===== config.mk =====
export PLATFORM = sky130hd
export DESIGN_NAME = block_code_a20_encoder
export DESIGN_NICKNAME = d
export VERILOG_FILES = /design/src/rtl/block_code_a20_encoder.sv
export SDC_FILE = /design/constraint.sdc
export NUM_CORES = 1
export LEC_CHECK = 0
export CORE_MARGIN = 2
export CORE_UTILIZATION = 55
export DETAILED_ROUTE_END_ITERATION = 7
export HOLD_SLACK_MARGIN = 0.03
export PLACE_DENSITY_LB_ADDON = 0.05
export SLEW_MARGIN = 0
export SYNTH_ARGS = -nofsm -noshare
export SYNTH_HDL_FRONTEND = slang
export SYNTH_SLANG_ARGS = --single-unit

===== constraint.sdc =====
create_clock -name clk -period 7.39 [get_ports clk]
set_input_delay 1.478 -clock clk [delete_from_list [all_inputs] [get_ports clk]]
set_output_delay 1.478 -clock clk [all_outputs]
set_load 0.02 [all_outputs]

===== src/rtl/block_code_a20_encoder.sv =====
// (20,A) block-code encoder: streams the 20 coded bits of one info word per codeword.
// Optional BPSK soft-symbol output is compiled in with `define BLOCK_CODE_SOFT_OUT_EN.
module block_code_a20_encoder #(
  parameter int DATA_WIDTH = 4,
  parameter int CODE_N     = 20,
  parameter int MAX_A      = 13
) (
  input  logic                         clk,
  input  logic                         rst,
  input  logic [MAX_A-1:0]             info_bits,
  input  logic [3:0]                   info_length,
  input  logic                         info_valid,
  output logic                         info_ready,
  output logic                         tx_bit,
`ifdef BLOCK_CODE_SOFT_OUT_EN
  output logic signed [DATA_WIDTH-1:0] tx_symbol,
`endif
  output logic [4:0]                   tx_index,
  output logic                         tx_valid,
  input  logic                         tx_ready,
  output logic                         tx_last
);

  if (CODE_N != 20) begin : g_bad_code_n
    $error("block_code_a20_encoder: CODE_N must be 20");
  end
  if (MAX_A != 13) begin : g_bad_max_a
    $error("block_code_a20_encoder: MAX_A must be 13");
  end
  if (DATA_WIDTH < 2) begin : g_bad_data_width
    $error("block_code_a20_encoder: DATA_WIDTH must be at least 2");
  end

  localparam logic [4:0] LAST_IDX = 5'(CODE_N - 1);

`ifdef BLOCK_CODE_SOFT_OUT_EN
  localparam logic signed [DATA_WIDTH-1:0] SOFT_POS = DATA_WIDTH'((1 << (DATA_WIDTH - 1)) - 1);
  localparam logic signed [DATA_WIDTH-1:0] SOFT_NEG = -SOFT_POS;
`endif

  // Basis rows: bit n of row i is M(i,n).
  function automatic logic [12:0] basis_row(input logic [4:0] i);
    case (i)
      5'd0:    basis_row = 13'b0110000000011;
      5'd1:    basis_row = 13'b0111000000111;
      5'd2:    basis_row = 13'b1111101001001;
      5'd3:    basis_row = 13'b1110100001101;
      5'd4:    basis_row = 13'b1110010001111;
      5'd5:    basis_row = 13'b1110111010011;
      5'd6:    basis_row = 13'b1111101010101;
      5'd7:    basis_row = 13'b1110110011001;
      5'd8:    basis_row = 13'b1111010011011;
      5'd9:    basis_row = 13'b1111001011101;
      5'd10:   basis_row = 13'b1111011100101;
      5'd11:   basis_row = 13'b1110101100111;
      5'd12:   basis_row = 13'b1111110101001;
      5'd13:   basis_row = 13'b1111010101011;
      5'd14:   basis_row = 13'b1010010110001;
      5'd15:   basis_row = 13'b1011011110011;
      5'd16:   basis_row = 13'b1101001110111;
      5'd17:   basis_row = 13'b1100100111001;
      5'd18:   basis_row = 13'b0000011111011;
      5'd19:   basis_row = 13'b0000001100001;
      default: basis_row = 13'b0;
    endcase
  endfunction

  function automatic logic coded_bit(input logic [12:0] info, input logic [4:0] i);
    coded_bit = ^(info & basis_row(i));
  endfunction

  typedef enum logic {IDLE, SEND} state_t;

  state_t             state_q, state_d;
  logic [4:0]         idx_q, idx_d;
  logic [MAX_A-1:0]   info_q, info_d;
  logic               bit_q, bit_d;
  logic [MAX_A-1:0]   len_mask;
  logic [MAX_A-1:0]   masked_info;
  logic               accept;
  logic               beat_done;

  // Lengths above MAX_A naturally saturate to all-ones here.
  always_comb begin
    len_mask = '0;
    for (int n = 0; n < MAX_A; n++) begin
      if (n < int'(info_length)) len_mask[n] = 1'b1;
    end
  end

  assign masked_info = info_bits & len_mask;

  assign tx_valid   = (state_q == SEND);
  assign tx_index   = idx_q;
  assign tx_bit     = bit_q;
  assign tx_last    = (state_q == SEND) && (idx_q == LAST_IDX);
  assign info_ready = !rst && ((state_q == IDLE) || (tx_ready && tx_last));
  assign accept     = info_valid && info_ready;
  assign beat_done  = tx_valid && tx_ready;

  always_comb begin
    state_d = state_q;
    idx_d   = idx_q;
    info_d  = info_q;
    bit_d   = bit_q;
    case (state_q)
      IDLE: begin
        if (accept) begin
          info_d  = masked_info;
          idx_d   = 5'd0;
          bit_d   = coded_bit(masked_info, 5'd0);
          state_d = SEND;
        end
      end
      SEND: begin
        if (beat_done) begin
          if (idx_q != LAST_IDX) begin
            idx_d = idx_q + 5'd1;
            bit_d = coded_bit(info_q, idx_q + 5'd1);
          end else if (accept) begin
            info_d = masked_info;
            idx_d  = 5'd0;
            bit_d  = coded_bit(masked_info, 5'd0);
          end else begin
            idx_d   = 5'd0;
            bit_d   = 1'b0;
            state_d = IDLE;
          end
        end
      end
      default: state_d = IDLE;
    endcase
  end

`ifdef BLOCK_CODE_SOFT_OUT_EN
  logic signed [DATA_WIDTH-1:0] sym_q, sym_d;

  always_comb begin
    sym_d = '0;
    if (state_d == SEND) sym_d = bit_d ? SOFT_NEG : SOFT_POS;
  end

  always_ff @(posedge clk) begin
    if (rst) sym_q <= '0;
    else     sym_q <= sym_d;
  end

  assign tx_symbol = sym_q;
`endif

  always_ff @(posedge clk) begin
    if (rst) begin
      state_q <= IDLE;
      idx_q   <= 5'd0;
      info_q  <= '0;
      bit_q   <= 1'b0;
    end else begin
      state_q <= state_d;
      idx_q   <= idx_d;
      info_q  <= info_d;
      bit_q   <= bit_d;
    end
  end

endmodule

==> results of run 1 <==
layer usage:
| metal | up-vias | part of all wire | GRT usage |
|---|---|---|---|
| met5 | - | 0 | 0 |
| met4 | 0 | 0.0068 | 0.0528 |
| met3 | 4 | 0.043 | 0.0181 |
| met2 | 41 | 0.45 | 0.344 |
| met1 | 769 | 0.50 | 0.318 |
| li1 | 880 | - | - |
power breakdown:
group / leakage [nW] / switching (mW) / internal, mW
Clock: 0.0138 / 0.0296 / 0.0189
Sequential: 0.163 / 0.00571 / 0.112
Combinational: 0.601 / 0.0283 / 0.0296
Total: 0.778 / 0.0636 / 0.161
logic make-up after synthesis:
family          Yosys count  share of synthesized area
compound gates           71                      0.243
xor+xnor                 17                      0.118
fa+ha+maj                11                     0.0740
buf+inv                  24                     0.0753
flops                    20                      0.215
mux                       7                     0.0471
simple gates             84                      0.228
path summary, 6_finish.rpt:
| check | end | slack (ns) | cells past startpoint |
|---|---|---|---|
| max | info_ready | 2.79 | 3 |
| min | info_q[8] | 0.46 | 2 |
| max reg2reg | tx_bit | 3.46 | 12 |
| min reg2reg | info_q[8] | 0.46 | 2 |
critical path: cells and delay by family:
kind | cells | cell delay [ns]
buffers and inverters | 2 | 1.41
AND/OR/NAND/NOR | 1 | 0.24
sequential cells by signal (all words and copies together), names as in the netlist:
signal / cells
info_q: 13
tx_bit: 1
tx_index: 5
tx_valid: 1
cells in the mapped netlist (all sizes together), types with 3 or more instances:
master | count | share of area
xnor2 | 10 | 0.077
nand3b | 3 | 0.012
mux2i | 5 | 0.027
xor2 | 6 | 0.028
dfxtp | 20 | 0.22
a21o | 3 | 0.012
clkbuf | 10 | 0.031
a22oi | 3 | 0.012
inv | 8 | 0.016
nand4 | 4 | 0.013
a31oi | 4 | 0.013
o31ai | 3 | 0.012
nand3 | 10 | 0.034
ha | 11 | 0.074
buf | 6 | 0.028
nand2 | 24 | 0.048
a21oi | 29 | 0.078
nor3 | 9 | 0.024
nor2 | 22 | 0.044
o21ai | 13 | 0.037
cells in the final DEF, fill, tap and decap left out, drive strengths merged, types with 2 or more instances in the layout:
cell / n
nand2: 24
a21o: 3
a32oi: 2
nor2: 22
clkdlybuf4s50: 29
and3: 2
nor3b: 2
a21oi: 29
o2111ai: 2
clkbuf: 3
xor2: 6
nand4: 4
inv: 8
dfxtp: 20
xnor2: 10
o31ai: 3
a31oi: 4
nand3b: 3
o21ai: 13
a21boi: 2
a22oi: 3
ha: 11
nor3: 9
mux2i: 5
nand3: 10
cell type report:
type	count	area [µm²]	share of cell area
multi-input cells	190	1320	0.620
clock buffers	3	22.5	0.0106
well taps	46	57.6	0.0270
inverters	8	30.0	0.0141
flip-flops and latches	20	400	0.188
repair buffers	30	298	0.140
==> results.toml, run 1 <==
[outcome]
status = "complete, no violations"

[final_layout]
layout.nets = 285
fin_cells = 297
diodes = 0
post-route-util = 0.648
nFillCells = 315
drive_gt1_frac = 0.0797
synthToLayoutAreaGrowth_pct = 14.4
final_area_um2 = 2130

[grt]
grt_max_degree = 24
antenna_found_initial = 0
grt_pass1_vias = 1487
grt_pass1_wl_um = 6980
grt_use_total = 0.216
grt-ovfl-total = 0

[route]
drc = 0
post_drt_wl_per_cell_um = 13.8
drtAntennaViolNets = 0
firstDrtPassIters = 4
drt_iter0_drc = 102
via_count = 1694
routed_via_density = 5.70
totalWireLength_um = 4090

[clock_tree]
clk_pin_slew_worst_paths_ns = 0.10
cts_made_buffers = 3
post_cts_resized = 0
cts_setup_buffers = 0
cts.path.max_buffers = 2
htreeDepth = 1
ctsHoldBuffers = 0
clk-insertion-delay-late_ns = 0.29
clock-sinks = 20
cts_tree = "done"
cts-root-buf = "clkbuf_4"

[floorplan]
start_util = 0.566
dieArea_um2 = 3860
row_count = 21
die_y_um = 62.2
core-area_um2 = 3280
die_x_um = 62.2
io_pins = 30

[placement]
place_congestion = 0.862
dp_hpwl_um = 3070
dpl_cell_area_um2 = 2110
port_buffers = 29
dp_cells = 294
dp_slack_ns = 2.79

[power]
ir_drop_uv = 97.7
p_leak_nw = 0.778
power_density_nw_per_um2 = 105
finalPower_mw = 0.224

[logic_synthesis]
synth_edf_count = 0
yosysWarnings = 0
synthesis.area_um2 = 1860
seq_area_frac_synth = 0.215
ys_async_sr_fraction = 0
ys_seq_elements = 20
syn_nets = 266
synth_cells = 234
syn_area_per_cell_um2 = 7.95
synth_cell_types = 58
ys.flop_type = "dfxtp_1"

[critical_path]
start_kind = "primary input"
cp_slowest_cell = "clkdlybuf4s50_1"
cp_slowest_stage_delay_ns = 0.79
end_kind = "output pin"
r2r-start = "tx_index[0]"
arrival_ns = 3.12
crit_top_cell = "clkdlybuf4s50_1"
crit_chain = "clkdlybuf4s50_1, nor2_1, clkdlybuf4s50_1"
crit_required_ns = 5.91
critical_path_class = "primary input to output pin"
path_max_fanout = 23
setup.worst_path.start = "rst"

[timing]
drv_slew = 0
max-slew-margin-rel = 0.502
tns_ns = 0
fin_crit_sh = 0.623
finalSetupViolCount = 0
layout_setup_ws_ns = 2.79
worstMarginPinSlew_ns = 0.745
finalClockSkew_ns = 0.00221
hold_viol_final = 0
rsz0062_at_grt = "false"
timing.fmax_mhz = 217
hold_slack_ns = 0.460
fin_crit_ns = 4.60

[flow_run]
drv_cap = 0

[min_path]
hold_class = "register to register"
holdCritStartpoint = "info_q[8]"
Note: power is estimated with default switching activity, not from simulation.
==> run 2, diff against run 1 <==
--- a/config.mk
+++ b/config.mk
@@ -6,7 +6,7 @@
 export NUM_CORES = 1
 export LEC_CHECK = 0
 export CORE_MARGIN = 2
-export CORE_UTILIZATION = 55
+export CORE_UTILIZATION = 54
 export DETAILED_ROUTE_END_ITERATION = 7
 export HOLD_SLACK_MARGIN = 0.03
 export PLACE_DENSITY_LB_ADDON = 0.05
==> constraint.sdc (replaced) <==
create_clock -name clk -period 4.7 [get_ports clk]
set_input_delay 0.94 -clock clk [delete_from_list [all_inputs] [get_ports clk]]
set_output_delay 0.94 -clock clk [all_outputs]
set_load 0.02 [all_outputs]
==> results.toml, run 2 (synthesis gave the netlist of run 1 again) <==
[placement]
place_congestion = 0.890
port_buffers = 29
dp_slack_ns = 1.10
dpl_cell_area_um2 = 2130
dp_hpwl_um = 3220

[final_layout]
diodes = 0
largest-register = "info_q"
layout.nets = 288
final_area_um2 = 2160
largest_reg_flops = 13
final_cell_mix = "a21oi_1 (29), clkdlybuf4s50_1 (29), nand2_1 (24), nor2_1 (22), dfxtp_1 (20)"
synthToLayoutAreaGrowth_pct = 16.3
drive_gt1_frac = 0.0941

[clock_tree]
post_cts_resized = 0
cts_made_buffers = 3
ctsHoldBuffers = 0
htreeDepth = 1
cts_tree = "done"
clk_pin_slew_worst_paths_ns = 0.10
clk-insertion-delay-late_ns = 0.29
cts-root-buf = "clkbuf_4"
clock-sinks = 20
cts.path.max_buffers = 2
cts_setup_buffers = 0

[timing]
fin_crit_sh = 0.776
finalClockSkew_ns = 0.00166
tns_ns = 0
rsz0062_at_grt = "false"
drv_slew = 0
hold_viol_final = 0
layout_setup_ws_ns = 1.05
timing.fmax_mhz = 274
finalSetupViolCount = 0
max-slew-margin-rel = 0.495
fin_crit_ns = 3.65
worstMarginPinSlew_ns = 0.756

[power]
power_density_nw_per_um2 = 173
finalPower_mw = 0.375
ir_drop_uv = 126
p_leak_nw = 0.801

[grt]
grt_use_total = 0.232
grt_max_degree = 24
grt_pass1_vias = 1562
grt_pass1_wl_um = 7490
antenna_found_initial = 0
grt-ovfl-total = 0

[critical_path]
crit_chain = "ha_1, inv_1, ha_1, inv_1, o31ai_1, o2111a_1, a31oi_1, xor2_1, xnor2_1, xnor2_1, xnor3_1, o2bb2ai_1"
reg2reg_depth = 12
start_kind = "register"
path_max_fanout = 19
critical_path_class = "register to register"
arrival_ns = 3.84
end_kind = "register"
cp_slowest_stage_delay_ns = 0.71
cp_slowest_cell = "ha_1"
crit_required_ns = 4.89

[floorplan]
dieArea_um2 = 3930
row_count = 21
die_x_um = 62.7
die_y_um = 62.7
io_pins = 30
start_util = 0.562
core-area_um2 = 3310

[route]
drc = 0
post_drt_wl_per_cell_um = 14.3
totalWireLength_um = 4300
via_count = 1730
drtAntennaViolNets = 0
firstDrtPassIters = 5
routed_via_density = 5.75
drt_iter0_drc = 162

[min_path]
hold_class = "register to register"
min_path_cells = 2

[outcome]
status = "complete, no violations"

[flow_run]
drv_cap = 0
-- run 2: cell types whose count changed in the layout (fill, tap and decap cells not counted), sizes merged --
cell,delta
buf,+3
clkbuf,+1
-- run 2: metrics by stage --
step                hold WS, ns  utilization  cells
floorplan                 0.428            -    234
global placement          0.448        0.643    297
detailed placement        0.456        0.643    297
CTS                       0.473        0.654    301
global route              0.488        0.654    301
finish                    0.473        0.654    301
-- run 2: where the power goes --
part	internal (mW)	switching, mW	leakage [nW]
Sequential	0.176	0.00685	0.163
Combinational	0.0476	0.0474	0.617
Clock	0.0472	0.0496	0.0210
-- run 2: layout make-up --
class	instances	area, µm²
Multi-Input combinational cell	190	1320
Inverter	8	30.0
Fill cell	316	1150
Sequential cell	20	400
Clock buffer	4	36.3
Tap cell	46	57.6
Timing Repair Buffer	33	320
-- run 2: final timing paths --
path | from | end | slack, ns
worst min-delay path | info_q[8] | info_q[8] | 0.47
worst max register to register | tx_index[1] | tx_bit | 1.05
worst min register to register | info_q[8] | info_q[8] | 0.47
worst max-delay path | tx_index[1] | tx_bit | 1.05
-- run 2: worst max-delay path: cells and delay by family, from the launching register on --
family | cells | cell delay (ns)
flops | 1 | 0.63
xor+xnor | 4 | 0.93
compound gates | 4 | 0.66
fa+ha+maj | 2 | 1.06
buf+inv | 2 | 0.26
-- run 2: routing by layer --
| metal | vias up | share of wire | global-route usage |
|---|---|---|---|
| li1 | 891 | - | - |
| met1 | 780 | 0.49 | 0.339 |
| met2 | 55 | 0.46 | 0.364 |
| met3 | 4 | 0.046 | 0.0180 |
| met4 | 0 | 0.010 | 0.0667 |
| met5 | - | 0 | 0 |
==> run 3, diff against run 2 <==
--- a/config.mk
+++ b/config.mk
@@ -6,7 +6,7 @@
 export NUM_CORES = 1
 export LEC_CHECK = 0
 export CORE_MARGIN = 2
-export CORE_UTILIZATION = 54
+export CORE_UTILIZATION = 49
 export DETAILED_ROUTE_END_ITERATION = 7
 export HOLD_SLACK_MARGIN = 0.03
 export PLACE_DENSITY_LB_ADDON = 0.05
==> constraint.sdc (replaced) <==
create_clock -name clk -period 3.2 [get_ports clk]
set_input_delay 0.64 -clock clk [delete_from_list [all_inputs] [get_ports clk]]
set_output_delay 0.64 -clock clk [all_outputs]
set_load 0.02 [all_outputs]
==> results.toml, run 3 (synthesis gave the netlist of run 1 again) <==
[timing]
fin_crit_ns = 2.94
max-slew-margin-rel = 0.632
rsz0062_at_grt = "false"
finalSetupViolCount = 0
hold_slack_ns = 0.454
fin_crit_sh = 0.918
tns_ns = 0
hold_viol_final = 0
timing.fmax_mhz = 340
drv_slew = 0
worstMarginPinSlew_ns = 0.552
finalClockSkew_ns = 0.00271

[final_layout]
final_cell_mix = "a21oi_1 (29), clkdlybuf4s50_1 (29), nand2_1 (24), nor2_1 (22), dfxtp_1 (20)"
fin_cells = 311
diodes = 0
largest-register = "info_q"
largest_reg_flops = 13
layout.nets = 296
synthToLayoutAreaGrowth_pct = 20.7
drive_gt1_frac = 0.122

[min_path]
hold_class = "register to register"

[clock_tree]
cts_tree = "done"
ctsHoldBuffers = 0
cts-root-buf = "clkbuf_8"
htreeDepth = 1
clk-insertion-delay-late_ns = 0.25
cts_made_buffers = 3
clk_pin_slew_worst_paths_ns = 0.07
clock-sinks = 20
cts.path.max_buffers = 2

[grt]
grt_use_total = 0.225
grt_pass1_vias = 1580
grt_max_degree = 23
grt-ovfl-total = 0
grt_pass1_wl_um = 7660
antenna_found_initial = 0

[floorplan]
row_count = 22
dieArea_um2 = 4310
io_pins = 30
die_y_um = 65.6
start_util = 0.508
core-area_um2 = 3660
die_x_um = 65.6

[power]
p_leak_nw = 0.851
power_density_nw_per_um2 = 269
ir_drop_uv = 195

[route]
drtAntennaViolNets = 0
totalWireLength_um = 4490
firstDrtPassIters = 4
drc = 0
via_count = 1770
drt_iter0_drc = 86
post_drt_wl_per_cell_um = 14.4
routed_via_density = 5.69

[critical_path]
start_kind = "register"
path_max_fanout = 9
critical_path_class = "register to output pin"
r2r-start = "tx_index[0]"
arrival_ns = 2.30
critical_path.endpoint = "info_ready"
end_kind = "output pin"
setup.worst_path.start = "tx_index[3]"
reg2reg_depth = 12
crit_required_ns = 2.56
r2r-end = "tx_bit"
worst-r2r-setup-slack_ns = 0.33

[placement]
dp_hpwl_um = 3420
port_buffers = 29
dp_cells = 307
place_congestion = 0.941

[outcome]
status = "complete, no violations"

[flow_run]
drv_cap = 0
[run 3: cell count changes in the layout (fill, tap and decap cells not counted), sizes merged]
cell	change
buf	+8
[run 3: repair_timing]
item,in CTS,in global routing
gates resized for setup,0,1
endpoints found under the setup margin,0,1
setup buffers,0,0
[run 3: how the worst min path moves through the flow]
stage / start / end / slack (ns) / cells after the start
3_5_place_dp: info_q[1] / info_q[1] / 0.45 / 2
4_1_cts: info_q[1] / info_q[1] / 0.46 / 2
5_1_grt: info_q[8] / info_q[8] / 0.47 / 2
2_1_floorplan: info_q[8] / info_q[8] / 0.43 / 2
3_3_place_gp: info_q[1] / info_q[1] / 0.44 / 2
6_report: info_q[1] / info_q[1] / 0.45 / 2
[run 3: power breakdown]
part / switching, mW / internal [mW]
Sequential: 0.00926 / 0.259
Combinational: 0.0724 / 0.0724
Clock: 0.0809 / 0.109
Total: 0.163 / 0.441
[run 3: metal layers]
metal / wire (µm) / track usage / vias up
met4: 82 / 0.0677 / 0
met3: 208 / 0.0308 / 8
li1: - / - / 908
met5: 0 / 0 / -
met1: 2220 / 0.326 / 805
met2: 1980 / 0.345 / 49
[run 3: through the flow]
stage | setup WS, ns | util | cell area [µm²] | total power, mW
after floorplan | 0.0322 | - | 1860 | 0.358
after global placement | 0.379 | 0.598 | 2190 | 0.417
after detailed placement | 0.367 | 0.598 | 2190 | 0.417
after CTS | 0.173 | 0.613 | 2250 | 0.606
after global routing | 0.0977 | 0.613 | 2250 | 0.634
final | 0.262 | 0.613 | 2250 | 0.603
[run 3: final cells by class]
| type | count | area, µm² |
|---|---|---|
| sequential | 20 | 400 |
| fill | 330 | 1420 |
| inverter | 8 | 30.0 |
| clock buffer | 4 | 55.1 |
| multi-input combinational | 190 | 1320 |
| tap | 48 | 60.1 |
| timing repair buffer | 41 | 380 |
[run 3: critical path, stage by stage (launching register included)]
cell and delay (ns):
dfxtp_1 0.56, buf_4 0.27, inv_2 0.12, and4_1 0.22, a21boi_1 0.26, nor2_1 0.07, clkdlybuf4s50_1 0.54
